**src/rtl/data_mem_arbiter_if.sv**
```systemverilog
// Bundle of the two requester ports and the data-memory port served by data_mem_arbiter.
// The slave modport is the arbiter's view; master is the requesters' and memory's view.
interface data_mem_arbiter_if #(
    parameter int unsigned ADDR_W = 12,
    parameter int unsigned DATA_W = 32
);
    logic              p0_req;
    logic              p0_we;
    logic [ADDR_W-1:0] p0_addr;
    logic [DATA_W-1:0] p0_wdata;
    logic              p0_ack;
    logic              p0_err;
    logic [DATA_W-1:0] p0_rdata;

    logic              p1_req;
    logic              p1_we;
    logic [ADDR_W-1:0] p1_addr;
    logic [DATA_W-1:0] p1_wdata;
    logic              p1_ack;
    logic              p1_err;
    logic [DATA_W-1:0] p1_rdata;

    logic [ADDR_W-1:0] mem_addr;
    logic              mem_re;
    logic              mem_we;
    logic [DATA_W-1:0] mem_wdata;
    logic [DATA_W-1:0] mem_rdata;

    logic              busy;

    modport slave (
        input  p0_req, p0_we, p0_addr, p0_wdata,
        input  p1_req, p1_we, p1_addr, p1_wdata,
        input  mem_rdata,
        output p0_ack, p0_err, p0_rdata,
        output p1_ack, p1_err, p1_rdata,
        output mem_addr, mem_re, mem_we, mem_wdata,
        output busy
    );

    modport master (
        output p0_req, p0_we, p0_addr, p0_wdata,
        output p1_req, p1_we, p1_addr, p1_wdata,
        output mem_rdata,
        input  p0_ack, p0_err, p0_rdata,
        input  p1_ack, p1_err, p1_rdata,
        input  mem_addr, mem_re, mem_we, mem_wdata,
        input  busy
    );
endinterface

```
**src/rtl/data_mem_arbiter.sv**
```systemverilog
// Round-robin arbiter/sequencer for the data port of the unified memory.
// One access at a time: IDLE -> ACCESS -> RESP, or IDLE -> RESP for out-of-range addresses.
module data_mem_arbiter #(
    parameter int unsigned ADDR_W = 12,
    parameter int unsigned DATA_W = 32,
    parameter int unsigned DEPTH  = 3072
) (
    input  logic              clk,
    input  logic              rst,
    data_mem_arbiter_if.slave bus
);
    localparam logic [1:0] IDLE   = 2'd0;
    localparam logic [1:0] ACCESS = 2'd1;
    localparam logic [1:0] RESP   = 2'd2;

    logic [1:0]        state;
    logic              cur;
    logic              last_gnt;

    logic [ADDR_W-1:0] mem_addr_q;
    logic [DATA_W-1:0] mem_wdata_q;
    logic              mem_re_q;
    logic              mem_we_q;
    logic              p0_ack_q, p1_ack_q;
    logic              p0_err_q, p1_err_q;
    logic [DATA_W-1:0] p0_rdata_q, p1_rdata_q;

    logic              gnt_any;
    logic              gnt;
    logic              gnt_we;
    logic [ADDR_W-1:0] gnt_addr;
    logic [DATA_W-1:0] gnt_wdata;
    logic              gnt_oor;

    // On a tie the port that was not served last wins.
    always_comb begin
        gnt_any = bus.p0_req | bus.p1_req;
        gnt     = (bus.p0_req & bus.p1_req) ? ~last_gnt : bus.p1_req;
        gnt_we    = gnt ? bus.p1_we    : bus.p0_we;
        gnt_addr  = gnt ? bus.p1_addr  : bus.p0_addr;
        gnt_wdata = gnt ? bus.p1_wdata : bus.p0_wdata;
        gnt_oor   = 32'(gnt_addr) >= DEPTH;
    end

    always_ff @(posedge clk) begin
        if (rst) begin
            state       <= IDLE;
            cur         <= 1'b0;
            last_gnt    <= 1'b1;
            mem_addr_q  <= '0;
            mem_wdata_q <= '0;
            mem_re_q    <= 1'b0;
            mem_we_q    <= 1'b0;
            p0_ack_q    <= 1'b0;
            p1_ack_q    <= 1'b0;
            p0_err_q    <= 1'b0;
            p1_err_q    <= 1'b0;
            p0_rdata_q  <= '0;
            p1_rdata_q  <= '0;
        end else begin
            case (state)
                IDLE: begin
                    if (gnt_any) begin
                        cur <= gnt;
                        if (gnt_oor) begin
                            // Rejected access: acknowledge with error, memory untouched.
                            p0_ack_q <= ~gnt;
                            p1_ack_q <= gnt;
                            p0_err_q <= ~gnt;
                            p1_err_q <= gnt;
                            state    <= RESP;
                        end else begin
                            mem_addr_q  <= gnt_addr;
                            mem_wdata_q <= gnt_wdata;
                            mem_re_q    <= ~gnt_we;
                            mem_we_q    <= gnt_we;
                            state       <= ACCESS;
                        end
                    end
                end
                ACCESS: begin
                    if (mem_re_q) begin
                        if (cur) p1_rdata_q <= bus.mem_rdata;
                        else     p0_rdata_q <= bus.mem_rdata;
                    end
                    mem_re_q <= 1'b0;
                    mem_we_q <= 1'b0;
                    p0_ack_q <= ~cur;
                    p1_ack_q <= cur;
                    p0_err_q <= 1'b0;
                    p1_err_q <= 1'b0;
                    state    <= RESP;
                end
                RESP: begin
                    p0_ack_q <= 1'b0;
                    p1_ack_q <= 1'b0;
                    p0_err_q <= 1'b0;
                    p1_err_q <= 1'b0;
                    last_gnt <= cur;
                    state    <= IDLE;
                end
                default: state <= IDLE;
            endcase
        end
    end

    assign bus.mem_addr  = mem_addr_q;
    assign bus.mem_wdata = mem_wdata_q;
    assign bus.mem_re    = mem_re_q;
    assign bus.mem_we    = mem_we_q;
    assign bus.p0_ack    = p0_ack_q;
    assign bus.p1_ack    = p1_ack_q;
    assign bus.p0_err    = p0_err_q;
    assign bus.p1_err    = p1_err_q;
    assign bus.p0_rdata  = p0_rdata_q;
    assign bus.p1_rdata  = p1_rdata_q;
    assign bus.busy      = (state != IDLE);
endmodule
```
**src/flat_wrapper.sv**
```systemverilog
// flat-port wrapper written by rule: the top's interface ports become plain ports
module data_mem_arbiter_flat 
#(
    parameter int unsigned ADDR_W = 12,
    parameter int unsigned DATA_W = 32,
    parameter int unsigned DEPTH  = 3072
)
  (clk, rst, bus_p0_req, bus_p0_we, bus_p0_addr, bus_p0_wdata, bus_p1_req, bus_p1_we, bus_p1_addr, bus_p1_wdata, bus_mem_rdata, bus_p0_ack, bus_p0_err, bus_p0_rdata, bus_p1_ack, bus_p1_err, bus_p1_rdata, bus_mem_addr, bus_mem_re, bus_mem_we, bus_mem_wdata, bus_busy);
  data_mem_arbiter_if #(.ADDR_W(ADDR_W), .DATA_W(DATA_W)) bus_i ();
  input  logic clk;
  input  logic rst;
  input wire logic [$bits(bus_i.p0_req)-1:0] bus_p0_req;
  input wire logic [$bits(bus_i.p0_we)-1:0] bus_p0_we;
  input wire logic [$bits(bus_i.p0_addr)-1:0] bus_p0_addr;
  input wire logic [$bits(bus_i.p0_wdata)-1:0] bus_p0_wdata;
  input wire logic [$bits(bus_i.p1_req)-1:0] bus_p1_req;
  input wire logic [$bits(bus_i.p1_we)-1:0] bus_p1_we;
  input wire logic [$bits(bus_i.p1_addr)-1:0] bus_p1_addr;
  input wire logic [$bits(bus_i.p1_wdata)-1:0] bus_p1_wdata;
  input wire logic [$bits(bus_i.mem_rdata)-1:0] bus_mem_rdata;
  output wire logic [$bits(bus_i.p0_ack)-1:0] bus_p0_ack;
  output wire logic [$bits(bus_i.p0_err)-1:0] bus_p0_err;
  output wire logic [$bits(bus_i.p0_rdata)-1:0] bus_p0_rdata;
  output wire logic [$bits(bus_i.p1_ack)-1:0] bus_p1_ack;
  output wire logic [$bits(bus_i.p1_err)-1:0] bus_p1_err;
  output wire logic [$bits(bus_i.p1_rdata)-1:0] bus_p1_rdata;
  output wire logic [$bits(bus_i.mem_addr)-1:0] bus_mem_addr;
  output wire logic [$bits(bus_i.mem_re)-1:0] bus_mem_re;
  output wire logic [$bits(bus_i.mem_we)-1:0] bus_mem_we;
  output wire logic [$bits(bus_i.mem_wdata)-1:0] bus_mem_wdata;
  output wire logic [$bits(bus_i.busy)-1:0] bus_busy;
  assign bus_i.p0_req = bus_p0_req;
  assign bus_i.p0_we = bus_p0_we;
  assign bus_i.p0_addr = bus_p0_addr;
  assign bus_i.p0_wdata = bus_p0_wdata;
  assign bus_i.p1_req = bus_p1_req;
  assign bus_i.p1_we = bus_p1_we;
  assign bus_i.p1_addr = bus_p1_addr;
  assign bus_i.p1_wdata = bus_p1_wdata;
  assign bus_i.mem_rdata = bus_mem_rdata;
  assign bus_p0_ack = bus_i.p0_ack;
  assign bus_p0_err = bus_i.p0_err;
  assign bus_p0_rdata = bus_i.p0_rdata;
  assign bus_p1_ack = bus_i.p1_ack;
  assign bus_p1_err = bus_i.p1_err;
  assign bus_p1_rdata = bus_i.p1_rdata;
  assign bus_mem_addr = bus_i.mem_addr;
  assign bus_mem_re = bus_i.mem_re;
  assign bus_mem_we = bus_i.mem_we;
  assign bus_mem_wdata = bus_i.mem_wdata;
  assign bus_busy = bus_i.busy;
  data_mem_arbiter #(.ADDR_W(ADDR_W), .DATA_W(DATA_W), .DEPTH(DEPTH)) u_core (.clk(clk), .rst(rst), .bus(bus_i));
endmodule
```
**config.mk**
```make
export PLATFORM = sky130hd
export DESIGN_NAME = data_mem_arbiter_flat
export DESIGN_NICKNAME = d
export VERILOG_FILES = /design/src/rtl/data_mem_arbiter_if.sv /design/src/rtl/data_mem_arbiter.sv /design/src/flat_wrapper.sv
export SDC_FILE = /design/constraint.sdc
export NUM_CORES = 1
export LEC_CHECK = 0
export CORE_ASPECT_RATIO = 0.6
export CORE_MARGIN = 1.5
export CORE_UTILIZATION = 42
export DETAILED_ROUTE_END_ITERATION = 8
export PLACE_DENSITY = 0.83
export SETUP_SLACK_MARGIN = 0.4
export SLEW_MARGIN = 20
export SYNTH_ARGS = -nofsm -noshare
export SYNTH_HDL_FRONTEND = slang
export SYNTH_SLANG_ARGS = --single-unit
```
**constraint.sdc**
```tcl
create_clock -name clk -period 2 [get_ports clk]
set_clock_uncertainty 0.2 [all_clocks]
set_input_delay 0.2 -clock clk [delete_from_list [all_inputs] [get_ports clk]]
set_output_delay 0.2 -clock clk [all_outputs]
set_load 0.03 [all_outputs]
```
==> impl_metrics.csv, run 1 <==
group,metric,value,unit
status,outcome,"completed",
power_and_ir_drop,cellLeakagePower,0.00436,uW
synthesis,synth_nets,764,
cts,clkTransAtPathRegs,0.06,ns
critical_path,critPathLaunchType,"flop",
cts,clkLatencyLatePin,0.40,ns
synthesis,synth_edf_count,0,
global_route,grt_pass1_wl,27.0,mm
critical_path,path_max_fanout,14,
drt,wl,19.6,mm
sta,finalHoldViolations,0,
synthesis,syn_area_per_cell,8.41,um2
synthesis,yosys.area.top_type_share,44.3,%
synthesis,syn-cell-area,0.00533,mm2
finish,postLayoutCellArea,0.00963,mm2
power_and_ir_drop,irDropWorstVdd,591,uV
cts,cts_sinks,118,
sta,finalMaxSlewViolations,0,
drt,viasPerCell,5.15,
critical_path,arrival,1.96,ns
global_route,grt_pass1_vias,5127,
sta,grt_setup_unrepaired,"yes",
drt,drt_first_pass_iters,5,
synthesis,ys_ff_latch,118,
finish,multiInputGateArea,0.00338,mm2
synthesis,ys_types,34,
synthesis,ys_async_sr_fraction,0,%
critical_path,critPathRequiredTime,2.09,ns
global_route,grt_max_degree,49,
sta,final.period_utilization,93.5,%
global_route,grt_overflow,0,
cts,cts_buffers,17,
synthesis,yosysWarnings,0,
drt,wl_per_cell,18.1,um
synthesis,yosys-top-cells-count,"nand2_1 (219), dfxtp_1 (118), a21oi_1 (111)",
drt,drc_errors,0,
finish,drive_gt1_share,31.8,%
placed_design,portBuffers,240,
die,die_area,0.0134,mm2
synthesis,ys_seq_area_share,44.3,%
global_route,grtUsageTotal,25.9,%
sta,clock.fmax,535,MHz
drt,vias,5585,
synthesis,synthFlopType,"dfxtp_1",
sta,setup_viol,0,
die,die_h,90.3,um
die,core-area,0.0122,mm2
finish,syn_to_final_growth,80.7,%
die,fp.dieW,148,um
power_and_ir_drop,power_density,808,mW/mm2
sta,slew_headroom,59.5,%
die,row_count,31,
placed_design,dpl-instance-area,0.00812,mm2
cts,root_buffer,"clkbuf_16",
drt,drt_iter0_drc,239,
sta,worstMarginPinSlew,0.607,ns
finish,fillers,831,
placed_design,globalplace.congestion,0.819,
cts,cts_hold_buf,0,
synthesis,synth_area_leaders,"dfxtp_1 (44%), nand2_1 (15%), mux2_4 (11%), a21oi_1 (10%), nor2b_1 (5.0%)",
cts,htreeDepth,4,
synthesis,synthCells,634,
finish,instances_no_fill,1084,
cts,cts_tree,"yes",
critical_path,crit_path_end_kind,"flop",
finish,final-seq-area,0.00238,mm2
min_path,hp-class,"in2reg",
finish,utilization,78.8,%
sta,hold_ws,0.0442,ns
sta,min_period,1.87,ns
drt,postRouteAntennaNets,0,
run,max_cap_viol_count,0,
die,initial_core_util,43.6,%
placed_design,placedCellCount,1025,
synthesis,synth.most_common_cell,"nand2_1",
cts,cts_max_path_buffers,2,
global_route,grt_antenna_before_repair,0,
sta,final.setup.tns,0,ns
finish,nets,1036,
synthesis,synth_area_leader_cell,"dfxtp_1",
placed_design,dpl.hpwl,11.8,mm
finish,antennaDiodeCount,0,
die,io_pins,241,
critical_path,crit_type,"reg2reg",
## power breakdown
group          total [uW]  switching [uW]  internal, uW
clock network        3290            1160          2130
logic                1890             947           947
registers            2600            94.3          2500
total                7780            2200          5580
## worst paths after layout
check	from	cells after the start	end	slack [ns]
setup / recovery	u_core.last_gnt	6	u_core.bus.mem_wdata[0]	0.13
hold / removal	rst	2	u_core.bus.p0_ack	0.04
setup reg to reg	u_core.last_gnt	6	u_core.bus.mem_wdata[0]	0.13
hold reg to reg	u_core.bus.p0_rdata[31]	2	u_core.bus.p0_rdata[31]	0.25
## placed cells by master, fill, tap and decap left out, drive strengths merged, types with 2 or more instances in the layout
master           n
a211oi           6
a21oi          111
buf             55
bufinv           4
clkbuf          30
clkdlybuf4s15   26
clkdlybuf4s50  123
clkinv           7
dfxtp          118
dlygate4sd2     81
ha               4
inv              8
mux2            44
mux2i            5
nand2          219
nand3            2
nand3b           3
nor2             4
nor2b           43
o211ai           3
o21ai            4
o32ai            2
or2              5
or4              2
## flip-flops by register name (all words and copies together), names as in the netlist
| register | flops |
|---|---|
| u_core.bus.p1_ack | 1 |
| u_core.bus.p1_err | 1 |
| u_core.bus.p0_rdata | 32 |
| u_core.last_gnt | 1 |
| u_core.bus.mem_re | 1 |
| u_core.bus.mem_wdata | 32 |
| u_core.bus.p1_rdata | 32 |
| u_core.cur | 1 |
| u_core.bus.mem_we | 1 |
| u_core.bus.p0_ack | 1 |
| u_core.state | 2 |
| u_core.bus.mem_addr | 12 |
| u_core.bus.p0_err | 1 |
## timing repair
action                                  in CTS  in global routing
setup buffers                               10                  7
hold endpoints to repair                     0                  0
pin swaps                                   14                104
endpoints found under the setup margin     190                149
resized for setup                          143                215
gates cloned                                 4                  6
## logic make-up (layout without fill, tap and decap cells)
group | Yosys count | count (layout) | synth area share [%]
and+or+nand+nor | 279 | 282 | 22.4
AOI/OAI and AO/OA | 131 | 131 | 14.3
DFF | 118 | 118 | 44.3
buffers and inverters | 53 | 335 | 5.09
muxes | 49 | 49 | 13.0
adders and majority gates | 4 | 4 | 0.939
## stage by stage
stage / total power (uW) / worst slack (ns)
global route: 8060 / 0.0877
finish: 7780 / 0.130
CTS: 7660 / 0.138
detailed placement: 4400 / -0.232
floorplan: 3630 / 0.155
global placement: 4380 / -0.177
## cell type report
type                    instances  share of cell area [%]
multi-input cells             466                    35.1
repair buffers                297                    31.1
flip-flops and latches        118                    24.7
clock buffers                  18                    4.56
well taps                     165                    2.14
clock inverters                14                    2.07
inverters                       6                   0.338
## critical path, stage by stage (launching register included)
cell	delay (ns)
dfxtp_4	0.36
and2b_4	0.21
o32ai_4	0.27
o21ai_4	0.11
buf_12	0.16
buf_4	0.16
mux2_4	0.29
## metal layers
metal	track usage, %	vias up	wire [um]
met5	0	-	0
met1	34.0	2699	8680
met4	6.02	0	216
met3	9.29	24	1550
met2	40.6	221	9200
li1	-	2641	-
Power figures use the tool's default switching activity.
==> run 2: changes to the inputs <==
--- a/config.mk
+++ b/config.mk
@@ -9,6 +9,7 @@
 export CORE_MARGIN = 1.5
 export CORE_UTILIZATION = 42
 export DETAILED_ROUTE_END_ITERATION = 8
+export MAX_ROUTING_LAYER = met4
 export PLACE_DENSITY = 0.83
 export SETUP_SLACK_MARGIN = 0.4
 export SLEW_MARGIN = 20
==> impl_metrics.csv, run 2 (same netlist as run 1, synthesis figures left out) <==
group,metric,value,unit
finish,antennaDiodeCount,0,
sta,min_period,1.88,ns
min_path,hp-class,"in2reg",
sta,finalHoldViolations,0,
critical_path,critPathLaunchType,"flop",
drt,viasPerCell,5.06,
finish,layout_commonest_cell,"nand2_1",
drt,vias,5477,
critical_path,critPathRequiredTime,2.09,ns
die,io_pins,241,
cts,htreeDepth,4,
cts,root_buffer,"clkbuf_16",
finish,drive_gt1_share,29.5,%
drt,dr_wl_met3,1.74,mm
sta,setup_viol,0,
die,fp.dieW,148,um
critical_path,r2r_start,"u_core.last_gnt",
power_and_ir_drop,irDropWorstVdd,597,uV
sta,layout_setup_ws,0.124,ns
critical_path,crit_path_end_kind,"flop",
critical_path,path_max_fanout,14,
placed_design,dpl.hpwl,11.8,mm
critical_path,r2r-end,"u_core.bus.mem_wdata[18]",
global_route,grtUsageTotal,26.6,%
drt,postRouteAntennaNets,0,
placed_design,globalplace.congestion,0.831,
cts,cts_tree,"yes",
finish,fillers,834,
sta,finalMaxSlewViolations,0,
cts,clkLatencyLatePin,0.41,ns
min_path,hold_path_depth,2,
die,initial_core_util,43.6,%
cts,cts_buffers,17,
finish,instances_no_fill,1083,
global_route,grt_pass1_vias,5144,
cts,clkTransAtPathRegs,0.06,ns
finish,layout_common_cells,"nand2_1 (174), clkdlybuf4s50_1 (123), dfxtp_1 (113)",
power_and_ir_drop,cellLeakagePower,0.00431,uW
drt,wl_per_cell,17.6,um
critical_path,reg2reg_slack,0.12,ns
drt,m1WireLength,8.34,mm
critical_path,arrival,1.97,ns
drt,dr.max_layer_used,"met4",
die,row_count,31,
die,core-area,0.0122,mm2
sta,final.period_utilization,93.8,%
drt,wl,19.1,mm
finish,syn_to_final_growth,78.9,%
sta,clock.fmax,533,MHz
drt,wl_met2,8.80,mm
finish,nets,1035,
sta,grt_setup_unrepaired,"yes",
min_path,hold_path_end,"u_core.bus.p1_ack",
power_and_ir_drop,power_density,813,mW/mm2
drt,drc_errors,0,
placed_design,pre_cts_slack,-0.232,ns
sta,worstMarginPinSlew,0.570,ns
cts,cts_sinks,118,
sta,hold_ws,0.0377,ns
die,die_h,90.3,um
global_route,grt_overflow,0,
critical_path,ff2ff_path_depth,6,
run,max_cap_viol_count,0,
min_path,worstHoldStart,"rst",
placed_design,placedCellCount,1025,
sta,slew_headroom,62.0,%
global_route,grt_pass1_wl,27.0,mm
global_route,grt_max_degree,49,
global_route,grt_antenna_before_repair,0,
die,die_area,0.0134,mm2
placed_design,portBuffers,240,
cts,cts_max_path_buffers,2,
status,outcome,"completed",
critical_path,crit_type,"reg2reg",
drt,drt_first_pass_iters,4,
drt,drt_iter0_drc,243,
-- run 2: cell count changes in the layout (fill, tap and decap cells not counted), moves of 3 or more --
cell,previous run,this run
a21oi_2,57,53
nand2_4,41,38
a21oi_1,54,58
nand2_1,160,174
nand2_2,18,7
-- run 2: cell type report --
| class | count | area (um2) | area share [%] |
|---|---|---|---|
| flip-flops and latches | 118 | 2380 | 24.9 |
| inverters | 6 | 32.5 | 0.341 |
| clock inverters | 14 | 199 | 2.09 |
| multi-input cells | 466 | 3310 | 34.7 |
| repair buffers | 296 | 2970 | 31.1 |
| clock buffers | 18 | 439 | 4.61 |
| well taps | 165 | 206 | 2.16 |
-- run 2: worst max-delay path by stage --
stage / startpoint / endpoint / slack (ns) / cells after the start
detailed placement: bus_p0_req / u_core.bus.mem_wdata[12] / -0.23 / 7
global route: u_core.last_gnt / u_core.bus.mem_wdata[30] / 0.09 / 6
CTS: u_core.last_gnt / u_core.bus.mem_wdata[18] / 0.14 / 6
finish: u_core.last_gnt / u_core.bus.mem_wdata[18] / 0.12 / 6
global placement: bus_p1_req / u_core.bus.mem_wdata[25] / -0.18 / 7
floorplan: u_core.last_gnt / u_core.bus.mem_addr[3] / 0.16 / 5
-- run 2: through the flow --
step | total power (uW) | TNS [ns] | util (%) | instance area (um2)
2_1_floorplan | 3630 | 0 | - | 5430
3_3_place_gp | 4380 | -7.10 | 66.4 | 8120
3_5_place_dp | 4400 | -9.03 | 66.4 | 8120
4_1_cts | 7660 | 0 | 72.2 | 8820
5_1_grt | 8050 | 0 | 78.1 | 9540
6_report | 7750 | 0 | 78.1 | 9540
-- run 2: power by group --
part	internal [uW]	switching [uW]	total (uW)	leakage, uW
Sequential	2500	92.8	2600	0.000961
Combinational	939	931	1870	0.00304
Clock	2130	1150	3280	0.000311
-- run 2: what timing repair did --
action	CTS	global route
gates cloned	4	6
setup buffers	10	6
resized for setup	143	194
endpoints found under the setup margin	190	150
pin swaps	14	85
hold buffers	0	0
-- run 2: critical path, stage by stage, from the launching register on --
cell and delay (ns):
dfxtp_4 0.36, and2b_4 0.21, o32ai_4 0.27, o21ai_4 0.11, buf_12 0.16, buf_12 0.15
mux2_4 0.30
-- run 2: routing by layer --
metal  global-route usage (%)  vias to the layer above
li1                         -                     2643
met4                     6.52                        0
met5                        -                        -
met3                     8.13                       18
met1                     34.5                     2608
met2                     40.5                      208
==> patch 1 (settings of run 2) <==
`DATA_W` is set to 32 in 3 places; all go to 64.
--- a/src/rtl/data_mem_arbiter_if.sv
+++ b/src/rtl/data_mem_arbiter_if.sv
@@ -2,7 +2,7 @@
 // The slave modport is the arbiter's view; master is the requesters' and memory's view.
 interface data_mem_arbiter_if #(
     parameter int unsigned ADDR_W = 12,
-    parameter int unsigned DATA_W = 32
+    parameter int unsigned DATA_W = 64
 );
     logic              p0_req;
     logic              p0_we;
--- a/src/rtl/data_mem_arbiter.sv
+++ b/src/rtl/data_mem_arbiter.sv
@@ -2,7 +2,7 @@
 // One access at a time: IDLE -> ACCESS -> RESP, or IDLE -> RESP for out-of-range addresses.
 module data_mem_arbiter #(
     parameter int unsigned ADDR_W = 12,
-    parameter int unsigned DATA_W = 32,
+    parameter int unsigned DATA_W = 64,
     parameter int unsigned DEPTH  = 3072
 ) (
     input  logic              clk,
--- a/src/flat_wrapper.sv
+++ b/src/flat_wrapper.sv
@@ -2,7 +2,7 @@
 module data_mem_arbiter_flat 
 #(
     parameter int unsigned ADDR_W = 12,
-    parameter int unsigned DATA_W = 32,
+    parameter int unsigned DATA_W = 64,
     parameter int unsigned DEPTH  = 3072
 )
   (clk, rst, bus_p0_req, bus_p0_we, bus_p0_addr, bus_p0_wdata, bus_p1_req, bus_p1_we, bus_p1_addr, bus_p1_wdata, bus_mem_rdata, bus_p0_ack, bus_p0_err, bus_p0_rdata, bus_p1_ack, bus_p1_err, bus_p1_rdata, bus_mem_addr, bus_mem_re, bus_mem_we, bus_mem_wdata, bus_busy);
Interface: changed (6 resized); port bits go from 241 to 433. No check against the original RTL was run, so the function may have changed too.
==> patch 1 against run 2 <==
  * Global-route usage is 1.7 points higher
  * Worst hold slack better by 64 ps
  * Area after synthesis is 71% higher
  * Final area is 79% higher
  * First-iteration DRC count grew to 2.6 times the old value
  * Die area is 69% higher
  * Worst setup slack better by 13 ps
  * Count of clock-buffer cells in the layout is 9 higher
  * Final cell count is 74% higher
  * Non-clock buffer count is 228 higher
  * Clock power is 23% higher
  * Routed wire length is 120% higher
  * Power is 53% higher
  * Sequential cell count is 96 higher
==> patch 1: results (changes against run 2) <==
- Status: complete, no violations
- Metal-1 WL: 16.7 mm (+100%)
- Clock Latency Late Sink: 490 ps (+80 ps)
- Number of global-route vias before repair: 9,037 (+76%)
- # H-tree levels: 1 (-3)
- GR Layer Usage met1: 34.3% (-0.13 points)
- First-pass GRT wire length: 48.5 mm (+80%)
- Met3 GRT Util: 7.01% (-1.1 points)
- Post-synthesis sequential area ratio: 47.0% (+2.7 points)
- Commonest cells in the netlist: nand2_1 (411), dfxtp_1 (214), a21oi_1 (207)
- Routed len/inst: 22.2 µm (+26%)
- DPL Wire Length: 21.6 mm (+83%)
- Longest Clk Path Bufs: 3 (+1)
- Clk slew on worst S/H paths: roughly 70 ps
- Via/cell ratio: 5.38 (+6.5%)
- Worst-margin pin slew: 410 ps (-159 ps)
- VDD IR max: 0.000605 V (+1.4%)
- NumNets Final: 1,815 (+75%)
- Port Buffer Count: 432 (+80%)
- Area contributors post-synth: dfxtp_1 (47%), nand2_1 (17%), a21oi_1 (11%)
- DRT iter0 DRCs: 641 (+160%)
- GP Congestion: 0.860 (+3.5%)
- Placed Area: 14,000 µm² (+72%)
- CTS buffer count: 21 (+4)
- Post-synthesis net count: 1,347 (+76%)
- Synth unique cells: 32 (-5.9%)
- GRT met2 Usage: 44.9% (+4.3 points)
- Aggregate global-route resource usage: 28.3% (+1.7 points)
- Met3 WL: 3.74 mm (+120%)
- Lkg Pwr: 6.76 nW (+57%)
- Largest net degree at the start of global routing: 65 (+33%)
- DR WL met2: 19.2 mm (+120%)
==> patch 1: cell count changes after synthesis, sizes merged <==
| cell | run 2 | this run |
|---|---|---|
| nand2 | 219 | 411 |
| a21oi | 111 | 207 |
| dfxtp | 118 | 214 |
| clkbuf | 36 | 69 |
| nor2b | 43 | 76 |
| mux2 | 44 | 76 |
| buf | 11 | 17 |
| and2b | 1 | 0 |
==> patch 1: worst max-delay path, cell delays in order (launching register included) <==
cell	delay, ps
dfxtp_4	380
a21bo_4	170
o32ai_4	110
o21ai_4	220
buf_12	190
buf_8	150
mux2_2	340
==> patch 1: cell type report <==
class	count	area, µm²
clock inverter	9	108
sequential	214	4300
tap	279	349
timing repair buffer	524	5620
inverter	6	30.0
multi-input combinational	822	6080
clock buffer	27	568
fill	1213	4090
==> patch 1: worst min-delay path by stage <==
stage                                                     from                              endpoint  slack, ps  depth (start not counted)
after floorplan                               bus_mem_rdata[3]   u_core.bus.p0_rdata[3]$_SDFFE_PP0P_        140                          2
after global placement    u_core.bus.p0_rdata[17]$_SDFFE_PP0P_  u_core.bus.p0_rdata[17]$_SDFFE_PP0P_        240                          2
after detailed placement  u_core.bus.p0_rdata[42]$_SDFFE_PP0P_  u_core.bus.p0_rdata[42]$_SDFFE_PP0P_        240                          2
after CTS                                    bus_mem_rdata[41]  u_core.bus.p1_rdata[41]$_SDFFE_PP0P_         70                          3
after global routing                         bus_mem_rdata[32]  u_core.bus.p0_rdata[32]$_SDFFE_PP0P_        130                          3
final                                        bus_mem_rdata[58]  u_core.bus.p0_rdata[58]$_SDFFE_PP0P_        100                          3
==> patch 1: metrics by stage <==
step	util, %	instances	worst slack [ps]
floorplan	-	1121	205
global placement	66.1	1783	-258
detailed placement	66.1	1783	-318
CTS	72.4	1846	155
global route	80.7	1881	100
finish	80.7	1881	137
==> patch 1: repair_timing <==
item                                    4_1_cts  5_1_grt
cloned                                       10       23
hold buffers                                  0        0
pin swaps                                    24      248
endpoints found under the hold margin         0        0
resized for setup                           565      560
setup buffers                                17       12
endpoints found under the setup margin      421      289
==> patch 1: cell families (layout without fill, tap and decap cells) <==
kind of cell / count (synthesis) / count (layout) / share of synthesized area, %
compound gates: 227 / 227 / 13.3
fa+ha+maj: 4 / 4 / 0.550
mux: 81 / 81 / 11.5
buf+inv: 92 / 566 / 4.40
flops: 214 / 214 / 47.0
simple gates: 503 / 510 / 23.2
==> patch 1: report_power, final <==
part	leakage [nW]	total [mW]	switching (mW)	internal (mW)
logic	4.70	3.15	1.58	1.57
registers	1.74	4.66	0.159	4.51
clock network	0.326	4.03	1.75	2.28
total	6.76	11.8	3.48	8.35
==> patch 2 (flow settings as in run 2) <==
Made on the original files. Make the reset (`rst`) asynchronous in one clocked block.
--- a/src/rtl/data_mem_arbiter.sv
+++ b/src/rtl/data_mem_arbiter.sv
@@ -42,7 +42,7 @@
         gnt_oor   = 32'(gnt_addr) >= DEPTH;
     end
 
-    always_ff @(posedge clk) begin
+    always_ff @(posedge clk or posedge rst) begin
         if (rst) begin
             state       <= IDLE;
             cur         <= 1'b0;
Function: differs if rst is asserted again (counterexample within 4 cycles, from zero or initial values and one cycle with rst high); with rst held inactive, the same outputs for 4 cycles.
==> patch 2 against run 2 <==
  * Routed wire length fell by 2.6%
  * Worst hold slack improved by 180 ps
  * Maximum frequency fell by 4.0%
  * First-iteration DRC count fell by 52%
  * Sequential cell count did not move
  * Area after synthesis fell by 1.4%
  * Final cell count fell by 19%
  * Sequential share of layout area rose by 5.9 points
  * Final area rose by 0.45%
  * Worst setup slack got worse by 79 ps
  * Critical path type unchanged
Power is not compared: it rests on default switching activity, and its combinational part moved more than twofold at a synthesized area within 25%.
==> patch 2: results (changes against run 2) <==
- DR WL met2: 9.08 mm (+3.2%)
- Kind of cell adding the most delay to the critical path: buffers and inverters
- Layout cells sized above 1: 38.2% (+8.6 points)
- Area contributors post-synth: dfrtp_1 (56%), mux2_2 (9.0%), mux2i_1 (8.2%)
- Status: complete, no violations
- Aggregate global-route resource usage: 27.5% (+0.93 points)
- DPL Wire Length: 11.0 mm (-7.0%)
- First-pass GRT wire length: 26.2 mm (-2.8%)
- Worst-path maximum fanout: 6 (-8)
- # hold bufs at CTS: 1 (+1)
- Placed cell count: 800 (-22%)
- Via/cell ratio: 5.17 (+2.3%)
- Synth unique cells: 32 (-5.9%)
- Met3 WL: 1.38 mm (-21%)
- Post-CTS Setup Bufs: 13 (+3)
- Commonest cells in the netlist: dfrtp_1 (117), mux2i_1 (43), nand3_1 (43)
- GR Layer Usage met1: 33.3% (-1.2 points)
- GRT met2 Usage: 45.2% (+4.7 points)
- Post-CTS Resized: 182 (+27%)
- DRT iter0 DRCs: 117 (-52%)
- Worst reg2reg startpoint: u_core.state[1]$_DFFE_PP0P_
- Post-synthesis net count: 522 (-32%)
- GP Congestion: 0.842 (+1.3%)
- Synth async-reset ratio: 100% (+100 points)
- Slew HR: 75.8% (+14 points)
- WHS: 214 ps (+176 ps)
- Largest net degree at the start of global routing: 52 (+6.1%)
- Post-synthesis sequential area ratio: 56.2% (+12 points)
- Metal-1 WL: 7.87 mm (-5.6%)
- Fillers: 750 (-10%)
- Max stage delay on crit path: 380 ps (+20 ps)
- Reg2Reg Depth: 9 (+3)
- Mapped Avg Cell Area: 13.4 µm² (+59%)
- Number of global-route vias before repair: 4,813 (-6.4%)
- Met3 GRT Util: 7.98% (-0.15 points)
- CP max-delay cell: dfrtp_1
- Min-Delay Endpoint: u_core.bus.p0_rdata[26]$_DFFE_PP0P_
- R2R setup slack: 50 ps (-80 ps)
- NumNets Final: 828 (-20%)
[patch 2: per-stage QoR]
step	utilization [%]	setup slack, ps
2_1_floorplan	-	159
3_3_place_gp	66.7	-181
3_5_place_dp	66.7	-272
4_1_cts	75.5	126
5_1_grt	78.9	0.502
6_report	78.9	45.3
[patch 2: kinds of logic (layout without fill, tap and decap cells)]
family | Yosys count | count (layout) | share of synthesized area [%]
DFF | 118 | 118 | 56.2
adders and majority gates | 4 | 4 | 0.952
AOI/OAI and AO/OA | 58 | 58 | 9.24
muxes | 113 | 113 | 23.2
and+or+nand+nor | 63 | 63 | 6.09
buffers and inverters | 36 | 354 | 4.28
[patch 2: area by class of cell]
cell class / instances / area share, %
clock buffers: 17 / 4.44
multi-input cells: 238 / 25.2
flip-flops and latches: 118 / 30.8
well taps: 165 / 2.16
clock inverters: 14 / 1.85
inverters: 8 / 0.353
repair buffers: 315 / 35.1
